--- src/rtl/ysyx_24080006_axi_pkg.sv ---
// Shared AXI4 encodings and responder state types for the SoC port bridge.
package ysyx_24080006_axi_pkg;

  localparam logic [1:0] RESP_OKAY   = 2'b00;
  localparam logic [1:0] RESP_SLVERR = 2'b10;
  localparam logic [1:0] RESP_DECERR = 2'b11;

  localparam logic [1:0] BURST_FIXED = 2'b00;
  localparam logic [1:0] BURST_INCR  = 2'b01;
  localparam logic [1:0] BURST_WRAP  = 2'b10;

  typedef enum logic [1:0] {WR_IDLE, WR_DATA, WR_RESP} wr_state_e;
  typedef enum logic       {RD_IDLE, RD_DATA}          rd_state_e;

endpackage

--- src/rtl/ysyx_24080006_axi_skid.sv ---
// Generic valid/ready channel slice: two-entry skid buffer, or plain wires.
module ysyx_24080006_axi_skid #(
  parameter int WIDTH  = 8,
  parameter bit ENABLE = 1'b1
) (
  input  logic             clock,
  input  logic             reset,
  input  logic             in_valid,
  output logic             in_ready,
  input  logic [WIDTH-1:0] in_data,
  output logic             out_valid,
  input  logic             out_ready,
  output logic [WIDTH-1:0] out_data
);

  generate
    if (ENABLE) begin : g_slice
      logic             out_valid_p0;
      logic [WIDTH-1:0] out_data_p0;
      logic             skid_valid_p0;
      logic [WIDTH-1:0] skid_data_p0;
      logic             in_ready_p0;
      logic             push;
      logic             load;

      assign push = in_valid && in_ready_p0;
      assign load = !out_valid_p0 || out_ready;

      // Output register refills from the skid entry first, so order is kept;
      // in_ready is a flop that is low only while the skid entry is occupied.
      always_ff @(posedge clock or negedge reset) begin
        if (!reset) begin
          out_valid_p0  <= 1'b0;
          out_data_p0   <= '0;
          skid_valid_p0 <= 1'b0;
          skid_data_p0  <= '0;
          in_ready_p0   <= 1'b0;
        end else if (load) begin
          in_ready_p0 <= 1'b1;
          if (skid_valid_p0) begin
            out_valid_p0  <= 1'b1;
            out_data_p0   <= skid_data_p0;
            skid_valid_p0 <= 1'b0;
          end else if (push) begin
            out_valid_p0 <= 1'b1;
            out_data_p0  <= in_data;
          end else begin
            out_valid_p0 <= 1'b0;
          end
        end else if (push) begin
          skid_valid_p0 <= 1'b1;
          skid_data_p0  <= in_data;
          in_ready_p0   <= 1'b0;
        end else begin
          in_ready_p0 <= !skid_valid_p0;
        end
      end

      assign in_ready  = in_ready_p0;
      assign out_valid = out_valid_p0;
      assign out_data  = out_data_p0;
    end else begin : g_wire
      logic unused_clock;
      assign unused_clock = clock;
      // Handshakes are held off while reset is asserted.
      assign out_valid = in_valid && reset;
      assign in_ready  = out_ready && reset;
      assign out_data  = reset ? in_data : '0;
    end
  endgenerate

endmodule

--- src/rtl/ysyx_24080006_axi_port_bridge.sv ---
// SoC AXI4 port bridge: sliced core-to-io master path plus a DECERR slave responder.
module ysyx_24080006_axi_port_bridge
  import ysyx_24080006_axi_pkg::*;
#(
  parameter int ADDR_W = 32,
  parameter int DATA_W = 32,
  parameter int ID_W   = 4,
  parameter bit REG_AW = 1'b1,
  parameter bit REG_W  = 1'b1,
  parameter bit REG_B  = 1'b0,
  parameter bit REG_AR = 1'b1,
  parameter bit REG_R  = 1'b1
) (
  input  logic                clock,
  input  logic                reset,
  // core master interface
  input  logic                core_awvalid,
  output logic                core_awready,
  input  logic [ADDR_W-1:0]   core_awaddr,
  input  logic [ID_W-1:0]     core_awid,
  input  logic [7:0]          core_awlen,
  input  logic [2:0]          core_awsize,
  input  logic [1:0]          core_awburst,
  input  logic                core_wvalid,
  output logic                core_wready,
  input  logic [DATA_W-1:0]   core_wdata,
  input  logic [DATA_W/8-1:0] core_wstrb,
  input  logic                core_wlast,
  output logic                core_bvalid,
  input  logic                core_bready,
  output logic [1:0]          core_bresp,
  output logic [ID_W-1:0]     core_bid,
  input  logic                core_arvalid,
  output logic                core_arready,
  input  logic [ADDR_W-1:0]   core_araddr,
  input  logic [ID_W-1:0]     core_arid,
  input  logic [7:0]          core_arlen,
  input  logic [2:0]          core_arsize,
  input  logic [1:0]          core_arburst,
  output logic                core_rvalid,
  input  logic                core_rready,
  output logic [1:0]          core_rresp,
  output logic [DATA_W-1:0]   core_rdata,
  output logic                core_rlast,
  output logic [ID_W-1:0]     core_rid,
  // io master pins
  output logic                io_master_awvalid,
  input  logic                io_master_awready,
  output logic [ADDR_W-1:0]   io_master_awaddr,
  output logic [ID_W-1:0]     io_master_awid,
  output logic [7:0]          io_master_awlen,
  output logic [2:0]          io_master_awsize,
  output logic [1:0]          io_master_awburst,
  output logic                io_master_wvalid,
  input  logic                io_master_wready,
  output logic [DATA_W-1:0]   io_master_wdata,
  output logic [DATA_W/8-1:0] io_master_wstrb,
  output logic                io_master_wlast,
  input  logic                io_master_bvalid,
  output logic                io_master_bready,
  input  logic [1:0]          io_master_bresp,
  input  logic [ID_W-1:0]     io_master_bid,
  output logic                io_master_arvalid,
  input  logic                io_master_arready,
  output logic [ADDR_W-1:0]   io_master_araddr,
  output logic [ID_W-1:0]     io_master_arid,
  output logic [7:0]          io_master_arlen,
  output logic [2:0]          io_master_arsize,
  output logic [1:0]          io_master_arburst,
  input  logic                io_master_rvalid,
  output logic                io_master_rready,
  input  logic [1:0]          io_master_rresp,
  input  logic [DATA_W-1:0]   io_master_rdata,
  input  logic                io_master_rlast,
  input  logic [ID_W-1:0]     io_master_rid,
  // io slave pins
  input  logic                io_slave_awvalid,
  output logic                io_slave_awready,
  input  logic [ADDR_W-1:0]   io_slave_awaddr,
  input  logic [ID_W-1:0]     io_slave_awid,
  input  logic [7:0]          io_slave_awlen,
  input  logic [2:0]          io_slave_awsize,
  input  logic [1:0]          io_slave_awburst,
  input  logic                io_slave_wvalid,
  output logic                io_slave_wready,
  input  logic [DATA_W-1:0]   io_slave_wdata,
  input  logic [DATA_W/8-1:0] io_slave_wstrb,
  input  logic                io_slave_wlast,
  output logic                io_slave_bvalid,
  input  logic                io_slave_bready,
  output logic [1:0]          io_slave_bresp,
  output logic [ID_W-1:0]     io_slave_bid,
  input  logic                io_slave_arvalid,
  output logic                io_slave_arready,
  input  logic [ADDR_W-1:0]   io_slave_araddr,
  input  logic [ID_W-1:0]     io_slave_arid,
  input  logic [7:0]          io_slave_arlen,
  input  logic [2:0]          io_slave_arsize,
  input  logic [1:0]          io_slave_arburst,
  output logic                io_slave_rvalid,
  input  logic                io_slave_rready,
  output logic [1:0]          io_slave_rresp,
  output logic [DATA_W-1:0]   io_slave_rdata,
  output logic                io_slave_rlast,
  output logic [ID_W-1:0]     io_slave_rid
);

  localparam int STRB_W = DATA_W / 8;
  localparam int AX_PW  = ADDR_W + ID_W + 13;
  localparam int W_PW   = DATA_W + STRB_W + 1;
  localparam int B_PW   = 2 + ID_W;
  localparam int R_PW   = 2 + DATA_W + 1 + ID_W;

  // ---- master side: one slice per channel, payloads packed ----
  logic [AX_PW-1:0] aw_in, aw_out, ar_in, ar_out;
  logic [W_PW-1:0]  w_in, w_out;
  logic [B_PW-1:0]  b_in, b_out;
  logic [R_PW-1:0]  r_in, r_out;

  assign aw_in = {core_awaddr, core_awid, core_awlen, core_awsize, core_awburst};
  assign {io_master_awaddr, io_master_awid, io_master_awlen, io_master_awsize,
          io_master_awburst} = aw_out;
  assign w_in  = {core_wdata, core_wstrb, core_wlast};
  assign {io_master_wdata, io_master_wstrb, io_master_wlast} = w_out;
  assign b_in  = {io_master_bresp, io_master_bid};
  assign {core_bresp, core_bid} = b_out;
  assign ar_in = {core_araddr, core_arid, core_arlen, core_arsize, core_arburst};
  assign {io_master_araddr, io_master_arid, io_master_arlen, io_master_arsize,
          io_master_arburst} = ar_out;
  assign r_in  = {io_master_rresp, io_master_rdata, io_master_rlast, io_master_rid};
  assign {core_rresp, core_rdata, core_rlast, core_rid} = r_out;

  ysyx_24080006_axi_skid #(.WIDTH(AX_PW), .ENABLE(REG_AW)) u_aw (
    .clock(clock), .reset(reset),
    .in_valid(core_awvalid), .in_ready(core_awready), .in_data(aw_in),
    .out_valid(io_master_awvalid), .out_ready(io_master_awready), .out_data(aw_out));

  ysyx_24080006_axi_skid #(.WIDTH(W_PW), .ENABLE(REG_W)) u_w (
    .clock(clock), .reset(reset),
    .in_valid(core_wvalid), .in_ready(core_wready), .in_data(w_in),
    .out_valid(io_master_wvalid), .out_ready(io_master_wready), .out_data(w_out));

  ysyx_24080006_axi_skid #(.WIDTH(B_PW), .ENABLE(REG_B)) u_b (
    .clock(clock), .reset(reset),
    .in_valid(io_master_bvalid), .in_ready(io_master_bready), .in_data(b_in),
    .out_valid(core_bvalid), .out_ready(core_bready), .out_data(b_out));

  ysyx_24080006_axi_skid #(.WIDTH(AX_PW), .ENABLE(REG_AR)) u_ar (
    .clock(clock), .reset(reset),
    .in_valid(core_arvalid), .in_ready(core_arready), .in_data(ar_in),
    .out_valid(io_master_arvalid), .out_ready(io_master_arready), .out_data(ar_out));

  ysyx_24080006_axi_skid #(.WIDTH(R_PW), .ENABLE(REG_R)) u_r (
    .clock(clock), .reset(reset),
    .in_valid(io_master_rvalid), .in_ready(io_master_rready), .in_data(r_in),
    .out_valid(core_rvalid), .out_ready(core_rready), .out_data(r_out));

  // ---- slave side: DECERR responder ----
  wr_state_e       wr_state;
  rd_state_e       rd_state;
  logic [7:0]      rd_cnt;

  // Write responder: accept one AW, sink its beats up to wlast, answer DECERR.
  always_ff @(posedge clock or negedge reset) begin
    if (!reset) begin
      wr_state         <= WR_IDLE;
      io_slave_awready <= 1'b0;
      io_slave_wready  <= 1'b0;
      io_slave_bvalid  <= 1'b0;
      io_slave_bresp   <= RESP_OKAY;
      io_slave_bid     <= '0;
    end else begin
      case (wr_state)
        WR_IDLE:
          if (io_slave_awready && io_slave_awvalid) begin
            io_slave_bid     <= io_slave_awid;
            io_slave_awready <= 1'b0;
            io_slave_wready  <= 1'b1;
            wr_state         <= WR_DATA;
          end else begin
            io_slave_awready <= 1'b1;
          end
        WR_DATA:
          if (io_slave_wvalid && io_slave_wlast) begin
            io_slave_wready <= 1'b0;
            io_slave_bvalid <= 1'b1;
            io_slave_bresp  <= RESP_DECERR;
            wr_state        <= WR_RESP;
          end
        WR_RESP:
          if (io_slave_bready) begin
            io_slave_bvalid  <= 1'b0;
            io_slave_bresp   <= RESP_OKAY;
            io_slave_awready <= 1'b1;
            wr_state         <= WR_IDLE;
          end
        default: wr_state <= WR_IDLE;
      endcase
    end
  end

  // Read responder: accept one AR, return arlen+1 zero beats with DECERR.
  always_ff @(posedge clock or negedge reset) begin
    if (!reset) begin
      rd_state         <= RD_IDLE;
      rd_cnt           <= 8'd0;
      io_slave_arready <= 1'b0;
      io_slave_rvalid  <= 1'b0;
      io_slave_rresp   <= RESP_OKAY;
      io_slave_rlast   <= 1'b0;
      io_slave_rid     <= '0;
    end else begin
      case (rd_state)
        RD_IDLE:
          if (io_slave_arready && io_slave_arvalid) begin
            io_slave_rid     <= io_slave_arid;
            rd_cnt           <= io_slave_arlen;
            io_slave_arready <= 1'b0;
            io_slave_rvalid  <= 1'b1;
            io_slave_rresp   <= RESP_DECERR;
            io_slave_rlast   <= (io_slave_arlen == 8'd0);
            rd_state         <= RD_DATA;
          end else begin
            io_slave_arready <= 1'b1;
          end
        RD_DATA:
          if (io_slave_rready) begin
            if (io_slave_rlast) begin
              io_slave_rvalid  <= 1'b0;
              io_slave_rresp   <= RESP_OKAY;
              io_slave_rlast   <= 1'b0;
              io_slave_arready <= 1'b1;
              rd_state         <= RD_IDLE;
            end else begin
              rd_cnt         <= rd_cnt - 8'd1;
              io_slave_rlast <= (rd_cnt == 8'd1);
            end
          end
        default: rd_state <= RD_IDLE;
      endcase
    end
  end

  assign io_slave_rdata = '0;

  logic unused_slave;
  assign unused_slave = ^{io_slave_awaddr, io_slave_awlen, io_slave_awsize, io_slave_awburst,
                          io_slave_wdata, io_slave_wstrb, io_slave_araddr, io_slave_arsize,
                          io_slave_arburst};

endmodule

--- config.mk ---
export PLATFORM = sky130hd
export DESIGN_NAME = ysyx_24080006_axi_port_bridge
export DESIGN_NICKNAME = d
export VERILOG_FILES = /design/src/rtl/ysyx_24080006_axi_pkg.sv /design/src/rtl/ysyx_24080006_axi_skid.sv /design/src/rtl/ysyx_24080006_axi_port_bridge.sv
export SDC_FILE = /design/constraint.sdc
export NUM_CORES = 1
export LEC_CHECK = 0
export ABC_AREA = 1
export ABC_CLOCK_PERIOD_IN_PS = 1170
export CORE_ASPECT_RATIO = 0.75
export CORE_MARGIN = 2
export CORE_UTILIZATION = 38
export CTS_BUF_LIST = sky130_fd_sc_hd__clkbuf_4 sky130_fd_sc_hd__clkbuf_8
export DETAILED_ROUTE_END_ITERATION = 12
export PLACE_DENSITY = 0.75
export SLEW_MARGIN = 10
export SYNTH_ARGS = -nofsm -noshare
export SYNTH_HDL_FRONTEND = slang
export SYNTH_SLANG_ARGS = --single-unit
--- constraint.sdc ---
create_clock -name clock -period 1.17 [get_ports clock]
set_input_delay 0.234 -clock clock [delete_from_list [all_inputs] [get_ports clock]]
set_output_delay 0.234 -clock clock [all_outputs]
set_load 0.005 [all_outputs]
=== Word level (Yosys, flattened, before mapping) ===
Index checks and enable logic that the tools add are counted.

* Input bits: 332
* Bits in registers: 389
* Output and inout port bits: 240
* Word-level logic and storage cells: 173

* Reduce and logical (&&, ||, !) cells: 52
* Bitwise gates (word level): 5
* Equality and inequality tests: 10
* $add $sub $neg: 1
* Mux-type cells: 72

{| class="wikitable"
|+ Operators by type and width
! operator !! count
|-
| 2-to-1 mux 49 bit || 4
|-
| 2-to-1 mux 39 bit || 2
|-
| 2-to-1 mux 37 bit || 2
|-
| 2-to-1 mux 1 bit || 42
|-
| AND reduction 2 bit || 13
|-
| 2-to-1 mux 8 bit || 3
|-
| nonzero test 2 bit || 11
|-
| case mux 8 bit (2 select lines) || 1
|-
| AND reduction 3 bit || 5
|-
| 2-to-1 mux 2 bit || 7
|-
| inequality test 2 bit (second input constant) || 7
|-
| case mux 1 bit (2 select lines) || 7
|-
| logical AND 1 bit || 9
|-
| equality test 8 x 1 -> 1 bit (second input constant) || 1
|-
| logical NOT 1 bit || 8
|-
| logical NOT 8 bit || 1
|-
| case mux 2 bit (2 select lines) || 2
|-
| subtractor 8 x 1 -> 8 bit (second input constant) || 1
|-
| 2-to-1 mux 6 bit || 1
|-
| case mux 2 bit (3 select lines) || 1
|-
| inverter 1 bit || 5
|-
| logical OR 1 bit || 4
|-
| equality test 2 x 1 -> 1 bit (second input constant) || 1
|-
| equality test 2 bit (second input constant) || 1
|-
| logical NOT 2 bit || 1
|}

=== Longest topological paths before layout ===
Gate-level depths: netlist of the first run.

* Word-level depth: 4
* Gate-level depth with buffers: 9
* Gate-level depth less buffers: 8

=== By module ===
A second synthesis of the first run with hierarchy kept.

* Cells, all modules: 2,310
* Area total of the unflattened synthesis: 17,679.5 µm²

{| class="wikitable"
|+ Modules (own cells, without submodules)
! module !! area each (µm²) !! cells each !! sequential area each (µm²) !! instances
|-
| ysyx_24080006_axi_skid at u_ar ... || 4,481.8 || 589 || 2,527.4 || 2
|-
| ysyx_24080006_axi_skid at u_r || 3,588.4 || 471 || 2,026.9 || 1
|-
| ysyx_24080006_axi_skid at u_w || 3,494.6 || 447 || 1,926.8 || 1
|-
| ysyx_24080006_axi_port_bridge || 1,567.8 || 197 || 625.6 || 1
|-
| ysyx_24080006_axi_skid at u_b || 65.1 || 17 || 0.0 || 1
|}

=== Least setup slack after synthesis of the first run ===
No wires, ideal clock.

* Path kind: register to register
* From: register u_ar.g_slice.out_valid_p0 (netlist: u_ar.out_valid)
* To: register u_ar.g_slice.skid_data_p0[26]
* Clock period less this slack: 1.222 ns
* Data arrival time: 1.091 ns
* Setup time: 0.131 ns
* Cell stages (with the launch flop): 8
* Path slack: -0.052 ns
* Path buffers: 2
* Data required time: 1.039 ns
* Cell sequence: dfrtp_1 > inv_1 > nor2_2 > nand3_2 > buf_2 > buf_2 > nand2_1 > o21ai_0

* Cells in the longest elaborated chain, start to end: 4

{| class="wikitable"
|+ Ends and longest elaborated chain
! element !! line !! RTL
|-
| start, declared || ysyx_24080006_axi_skid.sv:18 || <nowiki>logic out_valid_p0;</nowiki>
|-
| start signal, assigned || ysyx_24080006_axi_skid.sv:33 || <nowiki>out_valid_p0 <= 1'b0;</nowiki>
|-
| start signal, assigned || ysyx_24080006_axi_skid.sv:41 || <nowiki>out_valid_p0 <= 1'b1;</nowiki>
|-
| start signal, assigned || ysyx_24080006_axi_skid.sv:45 || <nowiki>out_valid_p0 <= 1'b1;</nowiki>
|-
| logical NOT 1 bit || ysyx_24080006_axi_skid.sv:27 || <nowiki>assign load = !out_valid_p0 || out_ready;</nowiki>
|-
| logical OR 1 bit || ysyx_24080006_axi_skid.sv:27 ||
|-
| inverter 1 bit (no line) || n/a ||
|-
| AND reduction 2 bit (no line) || n/a ||
|-
| end signal, assigned || ysyx_24080006_axi_skid.sv:52 || <nowiki>skid_data_p0 <= in_data;</nowiki>
|-
| end, declared || ysyx_24080006_axi_skid.sv:21 || <nowiki>logic [WIDTH-1:0] skid_data_p0;</nowiki>
|}

No other way between the ends.
A chain may end at the register's enable or synchronous reset.

=== Final worst setup path of the first run ===
* From: register u_w.g_slice.out_valid_p0 (netlist: u_w.out_valid)
* To: register u_w.g_slice.out_data_p0[12] (netlist: u_w.out_data[12])

* Cells in the longest elaborated chain, start to end: 3

{| class="wikitable"
|+ Ends and longest elaborated chain
! element !! line !! RTL
|-
| start, declared || ysyx_24080006_axi_skid.sv:18 ||
|-
| start signal, assigned || ysyx_24080006_axi_skid.sv:33 ||
|-
| start signal, assigned || ysyx_24080006_axi_skid.sv:41 ||
|-
| start signal, assigned || ysyx_24080006_axi_skid.sv:45 ||
|-
| logical NOT 1 bit || ysyx_24080006_axi_skid.sv:27 ||
|-
| logical OR 1 bit || ysyx_24080006_axi_skid.sv:27 ||
|-
| AND reduction 2 bit (no line) || n/a ||
|-
| end signal, assigned || ysyx_24080006_axi_skid.sv:42 || <nowiki>out_data_p0 <= skid_data_p0;</nowiki>
|-
| end signal, assigned || ysyx_24080006_axi_skid.sv:46 || <nowiki>out_data_p0 <= in_data;</nowiki>
|-
| end, declared || ysyx_24080006_axi_skid.sv:19 || <nowiki>logic [WIDTH-1:0] out_data_p0;</nowiki>
|}

No other way between the ends.

==> results of run 1 <==
## kinds of logic after synthesis
group / after synthesis / synth area share
simple gates: 830 / 0.1915
flops: 385 / 0.5770
buf+inv: 369 / 0.1004
compound gates: 365 / 0.1267
mux: 4 / 0.002697
fa+ha+maj: 2 / 0.001498
other cells: 1 / 0.0002246
## layout make-up
class | count | area (sq um)
flip-flops and latches | 385 | 9637
clock inverters | 18 | 220.2
repair buffers | 799 | 8417
well taps | 578 | 723.2
repair inverters | 2 | 36.28
multi-input cells | 1234 | 8212
diodes | 8 | 20.02
fillers | 2992 | 14060
clock buffers | 90 | 1151
inverters | 220 | 874.6
## cells in the final DEF, fill, tap and decap left out, types with 4 or more instances in the layout
| cell type | n |
|---|---|
| a31oi_4 | 24 |
| clkbuf_8 | 76 |
| buf_8 | 11 |
| o21ai_2 | 107 |
| nand3_4 | 6 |
| nor2_1 | 37 |
| buf_2 | 178 |
| bufinv_16 | 5 |
| buf_12 | 51 |
| diode_2 | 8 |
| o21ai_0 | 11 |
| buf_6 | 81 |
| nand2_2 | 79 |
| a31oi_2 | 29 |
| clkbuf_4 | 14 |
| inv_1 | 200 |
| nand2_1 | 456 |
| conb_1 | 32 |
| inv_2 | 11 |
| a31oi_1 | 121 |
| dfrtp_1 | 383 |
| clkinv_2 | 11 |
| clkdlybuf4s50_1 | 210 |
| mux2_2 | 4 |
| clkbuf_16 | 28 |
| inv_4 | 4 |
| buf_16 | 38 |
| buf_4 | 196 |
| o21ai_1 | 67 |
| nand3_1 | 10 |
| nor2_4 | 117 |
| nand2_4 | 72 |
| nor2_2 | 46 |
## state kept, by name, summed over array words and instances (netlist names), 2 cells and up
name,flops
io_slave_bid,4
u_aw.g_slice.skid_data_p0,49
io_slave_rid,4
u_w.g_slice.skid_data_p0,37
u_w.out_data,37
wr_state,2
rd_cnt,8
u_ar.g_slice.skid_data_p0,49
u_r.g_slice.skid_data_p0,39
u_r.out_data,39
u_aw.out_data,49
u_ar.out_data,49
## how the worst max path moves through the flow
stage                                  startpoint                                   endpoint  slack (ps)  depth (start not counted)
floorplan              u_ar.out_valid$_DFFE_PN0N_  u_ar.g_slice.skid_data_p0[26]$_DFFE_PN0P_         -30                          7
global placement                      core_wvalid                u_w.out_data[6]$_DFFE_PN0P_        -450                          8
detailed placement                    core_wvalid               u_w.out_data[36]$_DFFE_PN0P_        -480                          8
CTS                 io_slave_bresp[0]$_DFFE_PN0P_                          io_slave_bresp[0]        -370                          2
global route            u_w.out_valid$_DFFE_PN0N_               u_w.out_data[12]$_DFFE_PN0P_        -450                          8
finish                  u_w.out_valid$_DFFE_PN0N_               u_w.out_data[12]$_DFFE_PN0P_        -400                          8
## worst register-to-register path: cells and delay by family (launching register included)
| kind | cells | cell delay [ps] |
|---|---|---|
| AOI/OAI and AO/OA | 1 | 160 |
| buffers and inverters | 5 | 660 |
| DFF | 1 | 390 |
| and+or+nand+nor | 2 | 240 |
## per-layer routing
metal  vias to the layer above  track usage
li1                       7688            -
met1                      8608       0.2989
met2                       909       0.4004
met3                       272      0.04426
met4                         2       0.1108
met5                         -            0
## repair_timing
item / 4_1_cts / 5_1_grt
pin swaps: 20 / 34
endpoints found under the hold margin: 385 / 0
gates resized for setup: 1128 / 728
setup buffers: 101 / 127
setup endpoints to repair: 553 / 576
gates cloned: 45 / 48
hold buffers: 1 / 0
## metrics by stage
stage               instances  setup WS [ps]
global placement         2910         -448.6
global route             3331         -451.8
detailed placement       2910         -483.2
floorplan                1987         -27.27
finish                   3334         -395.7
CTS                      3165         -365.1
## power by group through the flow
stage / clock network [mW] / logic (mW) / registers, mW
floorplan: 0 / 6.21 / 19.9
global route: 13.8 / 24.3 / 21.5
global placement: 0 / 13.2 / 20.1
CTS: 13.1 / 16.1 / 20.2
detailed placement: 0 / 13.7 / 20.3
finish: 13.1 / 22.8 / 21.1
==> results by group, run 1 <==
Floorplan
  – Starting density of the core: 0.3851
  – Num ports: 572
  – Die area: 45650 sq um
  – Std-Cell Rows: 66
  – Die width: 246.0 um
  – Core Area: 43350 sq um
  – Die Ht: 185.5 um

Pwr
  – Maximum vdd drop: 1.221 mV
  – Cell area power density: 1945 nW/um^2
  – Seq pwr share: 0.371
  – Clock network power share: 0.229
  – P_leak: 13.78 nW
  – Overall power: 56.96 mW
  – Combinational power share: 0.400
  – P_int: 37.11 mW
  – Sw Pwr: 19.85 mW
  – Switching share of power: 0.3485

Critical path
  – Max incr delay on CP: 390 ps
  – R2r setup slk: -400 ps
  – Crit end category: flip-flop
  – Most common cell on crit path: inv_1
  – Kind of start point of the critical path: flip-flop
  – Worst r2r src: u_w.out_valid$_DFFE_PN0N_
  – Worst reg2reg endpoint: u_w.out_data[12]$_DFFE_PN0P_
  – Critical-path cell list: inv_1, nor2_2, inv_1, nand2_4, inv_8, buf_12, bufbuf_16, a31oi_1
  – Worst reg2reg path depth: 8
  – Family with the most delay on the worst path: buffers and inverters
  – CP bufs+invs: 5
  – Critical path peak fanout: 6
  – CP required: 1670 ps
  – Crit Path Category: flip-flop to flip-flop
  – Slowest cell on crit path: dfrtp_1
  – WP data arrival: 2070 ps

Yosys
  – Commonest cells post-synth: nand2_1 (603), dfrtp_1 (385), inv_1 (211)
  – YS warnings: 0
  – Avg Cell Area, Syn: 8.536 sq um
  – Register area share after synthesis: 0.5770
  – Post-synth EDFFs: 0
  – Synthesized area: 16700 sq um
  – Seq cells post-synth: 385
  – Top-count cell post-synth: nand2_1
  – Yosys top cell by area: dfrtp_1
  – Yosys top cell area share: 0.5770
  – Cell variety after synth: 30
  – Top_reg_cell synth: dfrtp_1
  – Cells after synthesis: 1956
  – Async set or reset register ratio after synthesis: 1.000
  – Synth area leaders: dfrtp_1 (58%), nand2_1 (14%), a31oi_1 (6.2%)

Timing
  – Actual slew at the worst max-slew pin: 559.4 ps
  – Final WS setup: -395.7 ps
  – Post-layout min period: 1566 ps
  – Worst Skew: 33.10 ps
  – Hold Slack: 181.1 ps
  – Worst slew margin: 0.6271
  – Final Hold Viols: 0
  – Slew Limit Fails: 0
  – Unrepaired setup endpoints after global routing: true
  – Setup TNS: -132720 ps
  – Setup violations, final: 567
  – FMAX: 638.7 MHz
  – Final period utilization: 1.338

CTS
  – Total CTS buffers: 58
  – Root Driver: clkbuf_8
  – Worst-path clk slew: 70 ps
  – # clock sinks: 385
  – H-tree levels: 2
  – Later-pin clock latency in the skew report: 620 ps
  – CTS tree: yes
  – Maximum clock path buffer count: 3

Hold path
  – WHS Endpoint: u_aw.g_slice.skid_data_p0[34]$_DFFE_PN0P_
  – Worst hold path class: primary input to flip-flop
  – Hold depth: 3
  – Hold path startpoint: core_awaddr[17]

Global route
  – GRT Total Usage: 0.2382
  – First-pass GRT wire length: 85820 um
  – Vias in the first global route: 15760
  – Initial antenna violation count: 6
  – Largest net degree at the start of global routing: 98
  – GR Overflow Total: 0

Route
  – Via/cell ratio: 5.243
  – Detailed Route Iter0 Violations: 1251
  – DRC Markers: 0
  – Met2 wire len: 34050 um
  – Uppermost layer routed: met5
  – Detailed-route via count: 17480
  – Post-Route WL: 68810 um
  – Met3 routed WL: 5296 um
  – M1 WL: 25780 um
  – Antenna viol nets, final: 0
  – DR WL/cell: 20.64 um
  – DR pass1 iterations: 5

Cells and area
  – P&R area growth vs syn: 75.42%
  – Final core occ: 0.6756
  – Post-route cell area: 29290 sq um
  – Layout cells sized above 1: 0.4407
  – Final net count: 3034

Placement
  – Port bufs: 421
  – Gpl congestion: 0.8361
  – Placed inst area: 21670 sq um
  – Post-DP HPWL: 32310 um

Flow run
  – Total of max-cap violations: 0

Status
  – Failing checks: setup timing
  – Status: finished with violations
No activity file was read; power rests on OpenSTA's default activity.
==> run 2: changes to the inputs <==
Settings changed: ABC_CLOCK_PERIOD_IN_PS 1170 to 1800, PLACE_DENSITY 0.75 to 0.72.
Clock period 1.17 ns to 1.8 ns, I/O delays scaled along.
==> run 2 against run 1 <==
- the run now ends clean
- sequential share of layout area is 9.6 points higher
- non-clock buffer count decreased by 317
- critical path depth decreased by 4
- cell area down 23%
==> results by group, run 2 (synthesis gave the netlist of run 1 again) <==
Cells and area
  – P&R area growth vs syn: 35.80%
  – Commonest non-fill, non-tap cell in the layout: nand2_1
  – Reg area: 9637 sq um
  – Final core occ: 0.5230
  – Multi-input logic area: 5515 sq um
  – Filler instances: 3989
  – Layout cells sized above 1: 0.08536
  – Final net count: 2716
  – Most frequent cells in the layout: nand2_1 (603), dfrtp_1 (383), clkdlybuf4s50_1 (213), inv_1 (211), dlygate4sd2_1 (201)

Placement
  – Gpl congestion: 0.8195
  – Post-DP HPWL: 30940 um
  – Pre-CTS setup slack: -103.0 ps
  – Port bufs: 421

Pwr
  – Maximum vdd drop: 0.7024 mV
  – Cell area power density: 1271 nW/um^2
  – P_leak: 11.11 nW

Status
  – Status: completed

Timing
  – Final WS setup: 19.30 ps
  – Actual slew at the worst max-slew pin: 739.0 ps
  – Final Hold Viols: 0
  – Slew Limit Fails: 0
  – Setup violations, final: 0
  – FMAX: 561.6 MHz
  – Final period utilization: 0.9893
  – Worst Skew: 29.03 ps
  – Post-layout min period: 1781 ps
  – Unrepaired setup endpoints after global routing: false
  – Worst slew margin: 0.5073

Route
  – Post-Route WL: 45060 um
  – Detailed Route Iter0 Violations: 985
  – Detailed-route via count: 14220
  – DR pass1 iterations: 5
  – DR WL/cell: 14.99 um
  – Via/cell ratio: 4.729
  – DRC Markers: 0
  – Antenna viol nets, final: 0

Floorplan
  – Die Ht: 185.5 um
  – Std-Cell Rows: 66
  – Core Area: 43350 sq um
  – Die area: 45650 sq um
  – Starting density of the core: 0.3851
  – Die width: 246.0 um
  – Num ports: 572

Critical path
  – Max incr delay on CP: 500 ps
  – CP required: 1440 ps
  – Critical path peak fanout: 1
  – Worst r2r src: u_aw.g_slice.skid_valid_p0$_DFFE_PN0P_
  – Most common cell on crit path: clkdlybuf4s50_1
  – WP data arrival: 1420 ps
  – Critical-path cell list: clkdlybuf4s50_1, nand2_1, inv_1, clkdlybuf4s50_1
  – CP bufs+invs: 3
  – Crit end category: primary output
  – Kind of start point of the critical path: primary input
  – Slowest cell on crit path: clkdlybuf4s50_1
  – Family with the most delay on the worst path: buffers and inverters
  – Worst setup path startpoint: io_master_bvalid
  – Crit Path Category: primary input to primary output

Global route
  – First-pass GRT wire length: 72020 um
  – GR Overflow Total: 0
  – GRT Total Usage: 0.1950
  – Largest net degree at the start of global routing: 129
  – Vias in the first global route: 14020
  – Initial antenna violation count: 3

CTS
  – Total CTS buffers: 60
  – # clock sinks: 385
  – Maximum clock path buffer count: 3
  – Root Driver: clkbuf_8
  – H-tree levels: 2
  – Later-pin clock latency in the skew report: 620 ps
  – CTS tree: yes
  – Worst-path clk slew: 70 ps

Hold path
  – Worst hold path class: primary input to flip-flop
  – Hold path startpoint: core_awid[2]

Flow run
  – Total of max-cap violations: 0
==> run 2: changes by cell type in the layout (fill, tap and decap cells not counted), sizes merged <==
cell / delta
buf: -494
bufbuf: -2
bufinv: -2
clkbuf: -24
clkdlybuf4s15: +1
clkdlybuf4s50: +3
clkinv: -4
clkinvlp: -2
diode: -5
dlygate4sd2: +200
dlymetal6s2s: +2
nand3: -1
==> run 2: worst paths after layout <==
path,end,slack (ps),cells after the start
max in group asynchronous,u_r.g_slice.skid_data_p0[38]$_DFFE_PN0P_,440,4
worst min-delay path,u_aw.g_slice.skid_data_p0[15]$_DFFE_PN0P_,330,3
worst max-delay path,core_bvalid,20,4
worst max register to register,u_aw.out_data[33]$_DFFE_PN0P_,390,7
min in group asynchronous,u_aw.g_slice.skid_data_p0[14]$_DFFE_PN0P_,350,3
worst min register to register,u_aw.g_slice.skid_data_p0[7]$_DFFE_PN0P_,480,2
==> run 2: final cells by class <==
| class | count | area share |
|---|---|---|
| repair buffers | 482 | 0.2049 |
| well taps | 578 | 0.03190 |
| diodes | 3 | 0.0003311 |
| multi-input cells | 1233 | 0.2432 |
| clock buffers | 93 | 0.05176 |
| clock inverters | 12 | 0.006236 |
| inverters | 220 | 0.03659 |
| flip-flops and latches | 385 | 0.4250 |
==> run 2: power by group <==
part           internal [mW]  switching, mW  leakage [nW]
clock                   4.55           3.43         0.699
sequential              11.4           1.57          4.55
combinational           3.84           4.01          5.87
==> run 2: layer usage <==
layer	GRT usage	routed length (um)	share of wire
met1	0.2428	18830	0.42
met2	0.3233	21350	0.47
met3	0.05983	3645	0.081
met4	0.06570	1232	0.027
met5	0	0	0
==> run 2: worst reg2reg max path, cell delays in order (launching register included) <==
cell and delay [ps]:
dfrtp_1 390, inv_4 130, nand2_2 100, nand2_1 70, inv_2 160, buf_12 210, nor2_1 60, a31oi_1 170
==> run 2: repair_timing <==
item | CTS | global route
endpoints found under the setup margin | 204 | 6
setup buffers | 19 | 0
hold buffers | 1 | 0
endpoints found under the hold margin | 42 | 0
gates resized for setup | 207 | 6
pin swaps | 0 | 0
==> run 2: stage by stage <==
step	area, sq um	power (mW)	TNS [ps]	cells	hold slack (ps)
2_1_floorplan	16810	16.89	0	1987	64.41
3_3_place_gp	21440	21.49	-325.1	2878	385.4
3_5_place_dp	21440	21.85	-1058	2878	384.8
4_1_cts	22660	29.20	-30.51	3003	256.1
5_1_grt	22670	30.87	0	3005	279.2
6_report	22670	28.82	0	3006	325.8
